<file path="src/rtl/mod_wb_sequencer.sv">
// mod_wb_sequencer: serialises multi-register writebacks onto one RF write port, with pending-write scoreboard
module mod_wb_sequencer #(
  parameter int NREGS = 16,
  parameter int XLEN = 64,
  parameter int RSP_IDX = 4
) (
  input  logic clk,
  input  logic reset,
  input  logic wb_valid,
  output logic wb_ready,
  input  logic wb_dst0_en,
  input  logic wb_dst1_en,
  input  logic [$clog2(NREGS)-1:0] wb_dst0,
  input  logic [$clog2(NREGS)-1:0] wb_dst1,
  input  logic [XLEN-1:0] wb_data0,
  input  logic [XLEN-1:0] wb_data1,
  input  logic [1:0] wb_rsp_op,
  input  logic wb_sim_end,
  input  logic [XLEN-1:0] rf_rsp,
  output logic rf_we,
  output logic [$clog2(NREGS)-1:0] rf_waddr,
  output logic [XLEN-1:0] rf_wdata,
  input  logic claim_valid,
  input  logic [$clog2(NREGS)-1:0] claim_reg,
  input  logic [$clog2(NREGS)-1:0] chk_a,
  input  logic [$clog2(NREGS)-1:0] chk_b,
  output logic busy_a,
  output logic busy_b,
  output logic sim_finish
);
  localparam int AW = $clog2(NREGS);
  typedef enum logic [1:0] {IDLE, WSP, WD0, WD1} state_t;
  state_t state, nxt_acc, nxt_step;
  logic [AW-1:0] d0, d1;
  logic [XLEN-1:0] x0, x1;
  logic e0, e1, sim_end, zero_end, fin, accept, sp_req;
  logic [1:0] rsp_op;
  logic [NREGS-1:0] sb, sb_set, sb_clr;
  assign accept = wb_valid && wb_ready;
  assign sp_req = wb_rsp_op == 2'b01 || wb_rsp_op == 2'b10;
  assign nxt_acc = sp_req ? WSP : wb_dst0_en ? WD0 : wb_dst1_en ? WD1 : IDLE;
  assign nxt_step = (state == WSP && e0) ? WD0 : (state != WD1 && e1) ? WD1 : IDLE;
  assign sb_set = claim_valid ? {{(NREGS-1){1'b0}}, 1'b1} << claim_reg : '0;
  assign sb_clr = rf_we ? {{(NREGS-1){1'b0}}, 1'b1} << rf_waddr : '0;
  always_comb begin
    wb_ready = !reset && state == IDLE;
    rf_we = !reset && state != IDLE;
    rf_waddr = reset ? '0 : state == WSP ? AW'(RSP_IDX) : state == WD0 ? d0 : state == WD1 ? d1 : '0;
    rf_wdata = reset ? '0
             : state == WSP ? (rsp_op == 2'b01 ? rf_rsp + XLEN'(8) : rf_rsp - XLEN'(8))
             : state == WD0 ? x0 : state == WD1 ? x1 : '0;
    busy_a = !reset && sb[chk_a];
    busy_b = !reset && sb[chk_b];
    sim_finish = !reset && fin;
  end
  // a zero-write request with sim_end finishes one edge after acceptance, like a one-write request
  always_ff @(posedge clk) begin
    if (reset) begin
      state <= IDLE;
      d0 <= '0;
      d1 <= '0;
      x0 <= '0;
      x1 <= '0;
      e0 <= 1'b0;
      e1 <= 1'b0;
      rsp_op <= 2'b00;
      sim_end <= 1'b0;
      zero_end <= 1'b0;
      fin <= 1'b0;
      sb <= '0;
    end else begin
      sb <= (sb & ~sb_clr) | sb_set;
      zero_end <= accept && nxt_acc == IDLE && wb_sim_end;
      if (zero_end || (state != IDLE && nxt_step == IDLE && sim_end)) fin <= 1'b1;
      if (state == IDLE) begin
        state <= accept ? nxt_acc : IDLE;
        if (accept) begin
          d0 <= wb_dst0;
          d1 <= wb_dst1;
          x0 <= wb_data0;
          x1 <= wb_data1;
          e0 <= wb_dst0_en;
          e1 <= wb_dst1_en;
          rsp_op <= wb_rsp_op;
          sim_end <= wb_sim_end;
        end
      end else state <= nxt_step;
    end
  end
endmodule

</file>
<file path="config.mk">
export PLATFORM = sky130hd
export DESIGN_NAME = mod_wb_sequencer
export DESIGN_NICKNAME = d
export VERILOG_FILES = /design/src/rtl/mod_wb_sequencer.sv
export SDC_FILE = /design/constraint.sdc
export NUM_CORES = 1
export LEC_CHECK = 0
export BUFFER_PORTS_ARGS = -buffer_cell sky130_fd_sc_hd__buf_2
export CORE_MARGIN = 4
export CORE_UTILIZATION = 59
export DETAILED_ROUTE_END_ITERATION = 8
export GPL_ROUTABILITY_DRIVEN = 0
export PLACE_DENSITY = 0.88
export REMOVE_ABC_BUFFERS = 1
export SYNTH_ARGS = -nofsm -noshare
export SYNTH_HDL_FRONTEND = slang
export SYNTH_SLANG_ARGS = --single-unit
</file>
<file path="constraint.sdc">
create_clock -name clk -period 12.2 [get_ports clk]
set_input_delay 0 -clock clk [delete_from_list [all_inputs] [get_ports clk]]
set_output_delay 0 -clock clk [all_outputs]
set_load 0.005 [all_outputs]
</file>
After elaboration in Yosys (flattened, before gate mapping)
Cells that the tools add are included.

Word-level logic and storage cells: 70. Bits of input ports: 221. Bits in registers: 161.

$lt $le $gt $ge: 2. Shifts and indexed selects: 2. Mux-type cells: 22. Equality and inequality tests: 7. Reduce and logical (&&, ||, !) cells: 20. Bitwise operators: 3. $add $sub $neg: 2.

Operators with widths (number): $mux W64 (5); $add A64 B4 Y64 const B (1); $sub A64 B4 Y64 const B (1); $mux W16 (2); $shl A1 B4 Y16 const A (2); $and A16 B16 Y16 (1); $mux W4 (4); $not A16 Y16 (1); $or A16 B16 Y16 (1); $mux W2 (7); $logic_and A1 B1 Y1 (12); $lt A4 B5 Y1 const B (2); $bmux W1 S4 (2); $eq A2 B1 Y1 const B (3); $eq A2 B2 Y1 const B (3); $logic_not A2 Y1 (3); $logic_or A1 B1 Y1 (2); $mux W1 (2); $ne A2 B2 Y1 const B (1); $reduce_and A2 Y1 (1); $reduce_bool A2 Y1 (1); $logic_not A1 Y1 (1).

Depth between registers and ports, before layout
Gate-level depths: netlist of run 1.

Depth after elaboration: 10. Mapped depth: 13. Gate-level depth less buffers: 13.

Least setup slack after synthesis of run 1
Ideal clock, no wire load.

Kind: reg2out. Start: reg rsp_op[1]. End: out rf_wdata[63]. Cell stages (with the launch flop): 14. Buffers on the path: 0. Arrival time: 4454 ps. Path slack: 7746 ps. Cells stage by stage: dfxtp_1 -> nand2b_1 -> inv_1 -> fa_1 -> and2b_1 -> o2111ai_1 -> nand3b_2 -> a31oi_1 -> o211a_1 -> o31a_4 -> o311ai_4 -> o21ai_2 -> xnor2_1 -> a221oi_2.

Longest elaborated chain between the ends: 4.

Ends and longest elaborated chain: start: declaration (line 37) `logic [1:0] rsp_op;`; start signal: assignment (line 84) `rsp_op <= wb_rsp_op;`; $eq A2 B1 Y1 (line 50) `: state == WSP ? (rsp_op == 2'b01 ? rf_rsp + XLEN'(8) : rf_rsp - XLEN'(8))`; $mux W64 (2 in series) (line 50); $mux W64 (line 49) `rf_wdata = reset ? '0`; end: declaration (line 22) `output logic [XLEN-1:0] rf_wdata,`.

Every way passes these cells.

Worst setup path in the final report of run 1
Start: reg rsp_op[1]. End: out rf_wdata[49].

Same word-level chain as after synthesis.

==> results of run 1 <==
## worst min-delay path: cells and delay by family
family / cells / cell delay, ps
buffers and inverters: 1 / 240
AND/OR/NAND/NOR: 2 / 300
## through the flow
| step | cell area (sq um) | hold WS (ps) | setup slack, ps | power (uW) |
|---|---|---|---|---|
| 6_report | 15100 | 153 | 7540 | 1720 |
| 5_1_grt | 15100 | 197 | 7330 | 1790 |
| 4_1_cts | 15100 | 157 | 7660 | 1700 |
| 3_5_place_dp | 13000 | 185 | 8130 | 1110 |
| 3_3_place_gp | 13000 | 182 | 8250 | 1100 |
| 2_1_floorplan | 11100 | 19.1 | 6720 | 956 |
## power by group through the flow
stage | clock, uW | sequential [uW] | combinational, uW
2_1_floorplan | 0 | 605 | 351
3_3_place_gp | 0 | 607 | 493
3_5_place_dp | 0 | 610 | 503
4_1_cts | 550 | 599 | 546
5_1_grt | 568 | 605 | 619
6_report | 551 | 602 | 572
## worst paths after layout
check / cells past startpoint / slack [ps] / to / startpoint
worst max-delay path: 14 / 7540 / rf_wdata[49] / rsp_op[1]
worst max register to register: 5 / 8790 / zero_end / state[0]
worst min-delay path: 3 / 150 / d1[1] / reset
worst min register to register: 2 / 460 / fin / zero_end
## repair_timing
| item | in CTS | in global routing |
|---|---|---|
| hold endpoints to repair | 159 | 0 |
| hold buffers | 149 | 0 |
| gates resized for setup | 0 | 0 |
## per-layer routing
layer | up-vias | track usage (%)
met4 | 0 | 19.7
met2 | 953 | 62.9
met3 | 248 | 10.2
met1 | 6141 | 42.9
met5 | - | 0
li1 | 6038 | -
## flip-flops by register name, indices dropped and copies added, names as in the netlist
signal / cells
x0: 64
x1: 64
sb: 16
d0: 4
d1: 4
rsp_op: 2
state: 2
e0: 1
e1: 1
fin: 1
sim_end: 1
zero_end: 1
## cell type report
cell class	instances	area, sq um
diodes	5	12.5
clock buffers	21	450
clock inverters	11	131
fillers	1168	3820
inverters	16	60.1
multi-input cells	1240	7840
flip-flops and latches	161	3230
well taps	260	325
repair buffers	450	3020
## synth_stat cells (4+ instances only)
cell,number,area [sq um]
a211oi_1,5,37.5
a21boi_0,4,30.0
a21o_1,26,195
a21oi_1,125,626
a221oi_2,4,60.1
a31oi_1,8,50.1
and2_1,7,43.8
and3_1,11,68.8
buf_1,10,37.5
buf_2,4,20.0
clkbuf_1,76,285
dfxtp_1,161,3220
ha_1,71,888
inv_1,15,56.3
mux2_2,4,45.0
mux2i_1,60,601
mux4_2,10,225
nand2_1,368,1380
nand2b_1,9,56.3
nand3_1,13,65.1
nand3b_1,140,1050
nand4_1,13,81.3
nor2_1,103,387
nor2b_1,17,106
nor3_1,16,80.1
o211ai_1,4,30.0
o21a_1,9,67.6
o21ai_0,55,275
o21ai_1,11,55.1
o21ai_2,6,52.6
o21bai_1,11,82.6
o22ai_1,20,125
or3_1,7,43.8
xnor2_1,33,289
xor2_1,22,193
## layout by cell type (no fill, tap or decap), types with 10 or more instances in the layout
| master | synthesis | routed |
|---|---|---|
| a21o_1 | 26 | 26 |
| a21oi_1 | 125 | 125 |
| and3_1 | 11 | 11 |
| buf_2 | 4 | 292 |
| clkbuf_16 | 0 | 17 |
| dfxtp_1 | 161 | 160 |
| dlygate4sd3_1 | 0 | 149 |
| ha_1 | 71 | 71 |
| inv_1 | 15 | 15 |
| mux2i_1 | 60 | 60 |
| mux4_2 | 10 | 10 |
| nand2_1 | 368 | 367 |
| nand3_1 | 13 | 13 |
| nand3b_1 | 140 | 140 |
| nand4_1 | 13 | 13 |
| nor2_1 | 103 | 102 |
| nor2b_1 | 17 | 17 |
| nor3_1 | 16 | 16 |
| o21ai_0 | 55 | 55 |
| o21ai_1 | 11 | 11 |
| o21bai_1 | 11 | 11 |
| o22ai_1 | 20 | 20 |
| xnor2_1 | 33 | 33 |
| xor2_1 | 22 | 22 |
## cells by family (layout without fill, tap and decap cells)
logic type | after synthesis | in the layout | synth area share (%)
xor+xnor | 55 | 55 | 4.21
other cells | 0 | 5 | 0
flops | 161 | 161 | 28.1
mux | 74 | 74 | 7.60
buf+inv | 107 | 498 | 3.58
fa+ha+maj | 72 | 72 | 7.93
compound gates | 322 | 322 | 18.2
simple gates | 717 | 717 | 30.3
==> out/metrics.cfg, run 1 <==
[outcome]
status = complete, no violations

[route]
vias = 13380
dr.first_iter.drc_count = 1433
drtPass1Iterations = 6
wl_met2_microns = 19900
wl_met3_microns = 4260
routed_wl_microns = 42100
drc = 0
top_layer_used = met4
routed_via_density = 6.18
wl_per_cell_microns = 19.5
drt-met1-wl_microns = 15500
postRouteAntennaNets = 0

[global_route]
globalRouteOverflowTotal = 0
grt_util_all_layers_pct = 37.2
grt_pass1_wl_microns = 66700
grt_pass1_vias = 13320
grt_max_degree = 111
antenna_found_initial = 4

[yosys]
synthCells = 1508
syn-cell-area_sq_um = 11500
syn_avg_cell_area_sq_um = 7.59
ys.flop_type = dfxtp_1
synth_edf_count = 0
ys_ff_latch = 161
ys_types = 74
synthArstFlopShare_pct = 0
ys_seq_area_share_pct = 28.1
ys_warn_count = 0

[floorplan]
die_x_microns = 147
start_util_pct = 60.6
die_area_sq_um = 21700
io_pins = 294
rows = 50
die_h_microns = 147
core_sq_um = 18900

[layout]
syn_to_final_growth_pct = 31.6
layout.nets = 2179
fin_util_pct = 79.8
stdcell_count = 2164
drive_gt1_share_pct = 20.0

[cts]
post_cts_buffers = 0
cts_tree = done
clk_path_buf_depth = 2
clock-sinks = 161
h-tree-depth = 4
cts_root_buf = clkbuf_16
clk_latency_ps = 430
cts_buffers = 17
clk_pin_slew_ps = 70

[power_and_ir_drop]
combPwrFrac_pct = 33.2
power_per_cell_area_nw_per_um2 = 114
internal-power_uw = 1120
clockPowerShare_pct = 31.9
pwr-share-seq_pct = 34.9
ir_drop_mv = 0.0888
switching_share_pct = 34.9
power.leakage_uw = 0.00682
p_sw_uw = 601

[worst_setup_path]
critPathRequiredTime_ps = 12200
arrival_ps = 4660
criticalPathCategory = reg2out
cp-end-kind = output port
cp_max_fo = 49
path_cells = nand2b_2 > buf_4 > ha_1 > a21oi_1 > o21ai_0 > a311o_1 > a221oi_2 > o41a_4 > o41ai_4 > a211oi_2 > o21ai_2 > xnor2_1 > o22ai_1 > buf_2
worst-path-buf-inv = 2
crit_family = compound AO/OA/AOI/OAI gates
start_kind = register
slowest_delay_ps = 580
crit_slowest_cell = buf_4

[sta]
fmax_mhz = 214
final.setup_skew_ps = 11.4
final-setup-viol-count = 0
slew_violations = 0
worst_slew_pin_slew_ps = 1120
relSlewSlack_pct = 25.3
period_share_pct = 38.2
fin_crit_ps = 4660
finalHoldViolations = 0
tns_ps = 0
rsz0062_at_grt = no

[hold_path]
hp-class = in2reg

[placed_design]
dp.final_hpwl_microns = 25200
portBuffers = 293
dp_cells = 1978

[run]
maxCapViolCount = 0

No activity file was read; power rests on OpenSTA's default activity.
==> run 2, diff against run 1 <==
--- a/config.mk
+++ b/config.mk
@@ -7,10 +7,10 @@
 export LEC_CHECK = 0
 export BUFFER_PORTS_ARGS = -buffer_cell sky130_fd_sc_hd__buf_2
 export CORE_MARGIN = 4
-export CORE_UTILIZATION = 59
+export CORE_UTILIZATION = 49
 export DETAILED_ROUTE_END_ITERATION = 8
 export GPL_ROUTABILITY_DRIVEN = 0
-export PLACE_DENSITY = 0.88
+export PLACE_DENSITY = 0.78
 export REMOVE_ABC_BUFFERS = 1
 export SYNTH_ARGS = -nofsm -noshare
 export SYNTH_HDL_FRONTEND = slang
==> constraint.sdc (replaced) <==
create_clock -name clk -period 4.1 [get_ports clk]
set_input_delay 0 -clock clk [delete_from_list [all_inputs] [get_ports clk]]
set_output_delay 0 -clock clk [all_outputs]
set_load 0.005 [all_outputs]
==> run 2 against run 1 <==
Setup slack worse by 7300 ps. Highest routed layer is now met5. Sequential power rose to 2.9 times the previous value. Power grew to 3.0 times the previous value. Final cell count increased by 2.9%. Count of clock-buffer cells in the layout is 3 lower. Global-route usage down 8.3 points. Critical path type unchanged. Critical endpoint is now rf_wdata[55]. Sequential cell count unchanged. Cell area up 1.4%. Combinational power grew to 3.0 times the previous value. Critical path depth is the same. Clock power rose to 3.0 times the previous value. Sequential share of layout area down 0.30 points.
==> out/metrics.cfg, run 2 (synthesized netlist as in run 1, its figures left out) <==
[cts]
cts_root_buf = clkbuf_16
clk_path_buf_depth = 2  ; unchanged
clock-sinks = 161  ; unchanged
h-tree-depth = 4  ; unchanged
cts_tree = done
cts_buffers = 17  ; unchanged
clk_pin_slew_ps = 80  ; about the same
clk_latency_ps = 430  ; about the same

[global_route]
grt_pass1_vias = 12586  ; -5.5%
grt_max_degree = 123  ; +11%
globalRouteOverflowTotal = 0  ; unchanged
grt_pass1_wl_microns = 62200  ; -6.8%
grt_util_all_layers_pct = 28.9  ; -8.3 points
antenna_found_initial = 13  ; +9

[worst_setup_path]
crit_family = compound AO/OA/AOI/OAI gates
start_kind = register
path_cells = nand2b_4 > buf_12 > ha_1 > a21o_1 > a21oi_2 > o21ai_1 > o41a_1 > a221oi_2 > o31a_4 > o21ai_2 > a31oi_1 > xor2_1 > a221oi_2 > buf_2
worst-path-buf-inv = 2  ; unchanged
crit_top_cell = a221oi_2
critPathRequiredTime_ps = 4100  ; -8100 ps
arrival_ps = 3850  ; -810 ps
crit_slowest_cell = ha_1
cp-end-kind = output port
slowest_delay_ps = 400  ; -180 ps
cp_max_fo = 34  ; -31%
criticalPathCategory = reg2out

[layout]
seqCellArea_sq_um = 3230  ; unchanged
layout.nets = 2186  ; +0.32%
drive_gt1_share_pct = 20.7  ; +0.77 points
final_cell_mix = nand2_1 (367), buf_2 (292), dfxtp_1 (160), dlygate4sd3_1 (149), nand3b_1 (140)
fill_cells = 1870  ; +60%
reg.largest.list = x0 (64), x1 (64), sb (16)
layout_commonest_cell = nand2_1
multi_input_area_sq_um = 7870  ; +0.38%
stdcell_count = 2226  ; +2.9%
syn_to_final_growth_pct = 33.4

[route]
routed_via_density = 5.76  ; -6.8%
wl_per_cell_microns = 17.8  ; -8.5%
postRouteAntennaNets = 0  ; unchanged
routed_wl_microns = 39600  ; -5.9%
drtPass1Iterations = 7  ; +1
vias = 12832  ; -4.1%
dr.first_iter.drc_count = 1165  ; -19%
drc = 0  ; unchanged

[sta]
fin_crit_ps = 3850
rsz0062_at_grt = no
worst_slew_pin_slew_ps = 1000  ; -120 ps
fmax_mhz = 260
final.setup_skew_ps = 14.5  ; +3.07 ps
relSlewSlack_pct = 33.3  ; +8.0 points
tns_ps = 0  ; unchanged
period_share_pct = 93.8
finalHoldViolations = 0  ; unchanged
final-setup-viol-count = 0  ; unchanged
holdWs_ps = 25.5  ; -128 ps
slew_violations = 0  ; unchanged

[outcome]
status = complete, no violations

[hold_path]
hp-class = in2reg

[placed_design]
dp.final_hpwl_microns = 25700  ; +1.9%
dp_cells = 2036  ; +2.9%
portBuffers = 293  ; unchanged

[floorplan]
core_sq_um = 22800  ; +21%
io_pins = 294  ; unchanged
die_h_microns = 161  ; +9.2%
die_area_sq_um = 25900  ; +19%
die_x_microns = 161  ; +9.2%
start_util_pct = 50.1  ; -10 points
rows = 55  ; +10%

[power_and_ir_drop]
ir_drop_mv = 0.249  ; +180%
power.leakage_uw = 0.00689  ; +1.0%
finalPower_uw = 5110  ; +200%
power_per_cell_area_nw_per_um2 = 335  ; +190%

[run]
maxCapViolCount = 0  ; unchanged

==> run 2: cell count changes in the layout (fill, tap and decap cells not counted), sizes merged <==
| cell | change |
|---|---|
| buf | +6 |
| diode | +2 |
| clkbuf | -2 |
| bufinv | -1 |
| clkinv | -1 |
| inv | +5 |
==> run 2: per-layer routing <==
metal / up-vias / part of all wire, % / track usage (%) / wire length (microns)
li1: 6075 / - / - / -
met4: 16 / 3.8 / 11.5 / 1500
met1: 5894 / 40 / 34.8 / 15700
met2: 700 / 48 / 49.4 / 18900
met3: 147 / 8.6 / 7.42 / 3400
met5: - / 0.25 / 0 / 101
==> run 2: layout make-up <==
type,instances,area share (%)
Clock buffer,18,2.87
Clock inverter,14,0.958
Inverter,16,0.393
Tap cell,313,2.56
Sequential cell,161,21.1
Timing Repair Buffer,457,20.5
Antenna cell,7,0.115
Multi-Input combinational cell,1240,51.5
==> run 2: worst register-to-register path, cell delays in order (launching register included) <==
cell and delay [ps]:
dfxtp_1 780, inv_2 430, nor2_1 550, nand2_1 110, a21oi_1 380, nand2_1 220, o21ai_0 220, a21oi_1 90
==> run 2: path summary, 6_finish.rpt <==
kind,startpoint,endpoint,slack [ps],depth (start not counted)
min reg2reg,d0[0],d0[0],480,2
max,rsp_op[0],rf_wdata[55],250,14
max reg2reg,state[1],sb[14],1170,7
min,reset,sb[12],30,2
==> run 2: repair_timing <==
item                                    in CTS  in global routing
hold buffers                               149                  0
hold endpoints to repair                   158                  0
setup buffers                                0                  1
resized for setup                            0                  8
endpoints found under the setup margin       0                 14
==> run 2: stage by stage <==
| step | util [%] | cell area, sq um | setup slack (ps) |
|---|---|---|---|
| finish | 66.9 | 15300 | 254 |
| global route | 66.9 | 15300 | 2.07 |
| CTS | 66.5 | 15200 | 97.9 |
| detailed placement | 57.4 | 13100 | 575 |
| global placement | 57.4 | 13100 | 651 |
| floorplan | - | 11100 | -1380 |
==> run 2: power by group <==
part	internal, uW	switching (uW)
clock	876	759
combinational	742	964
sequential	1700	76.9
total	3310	1800
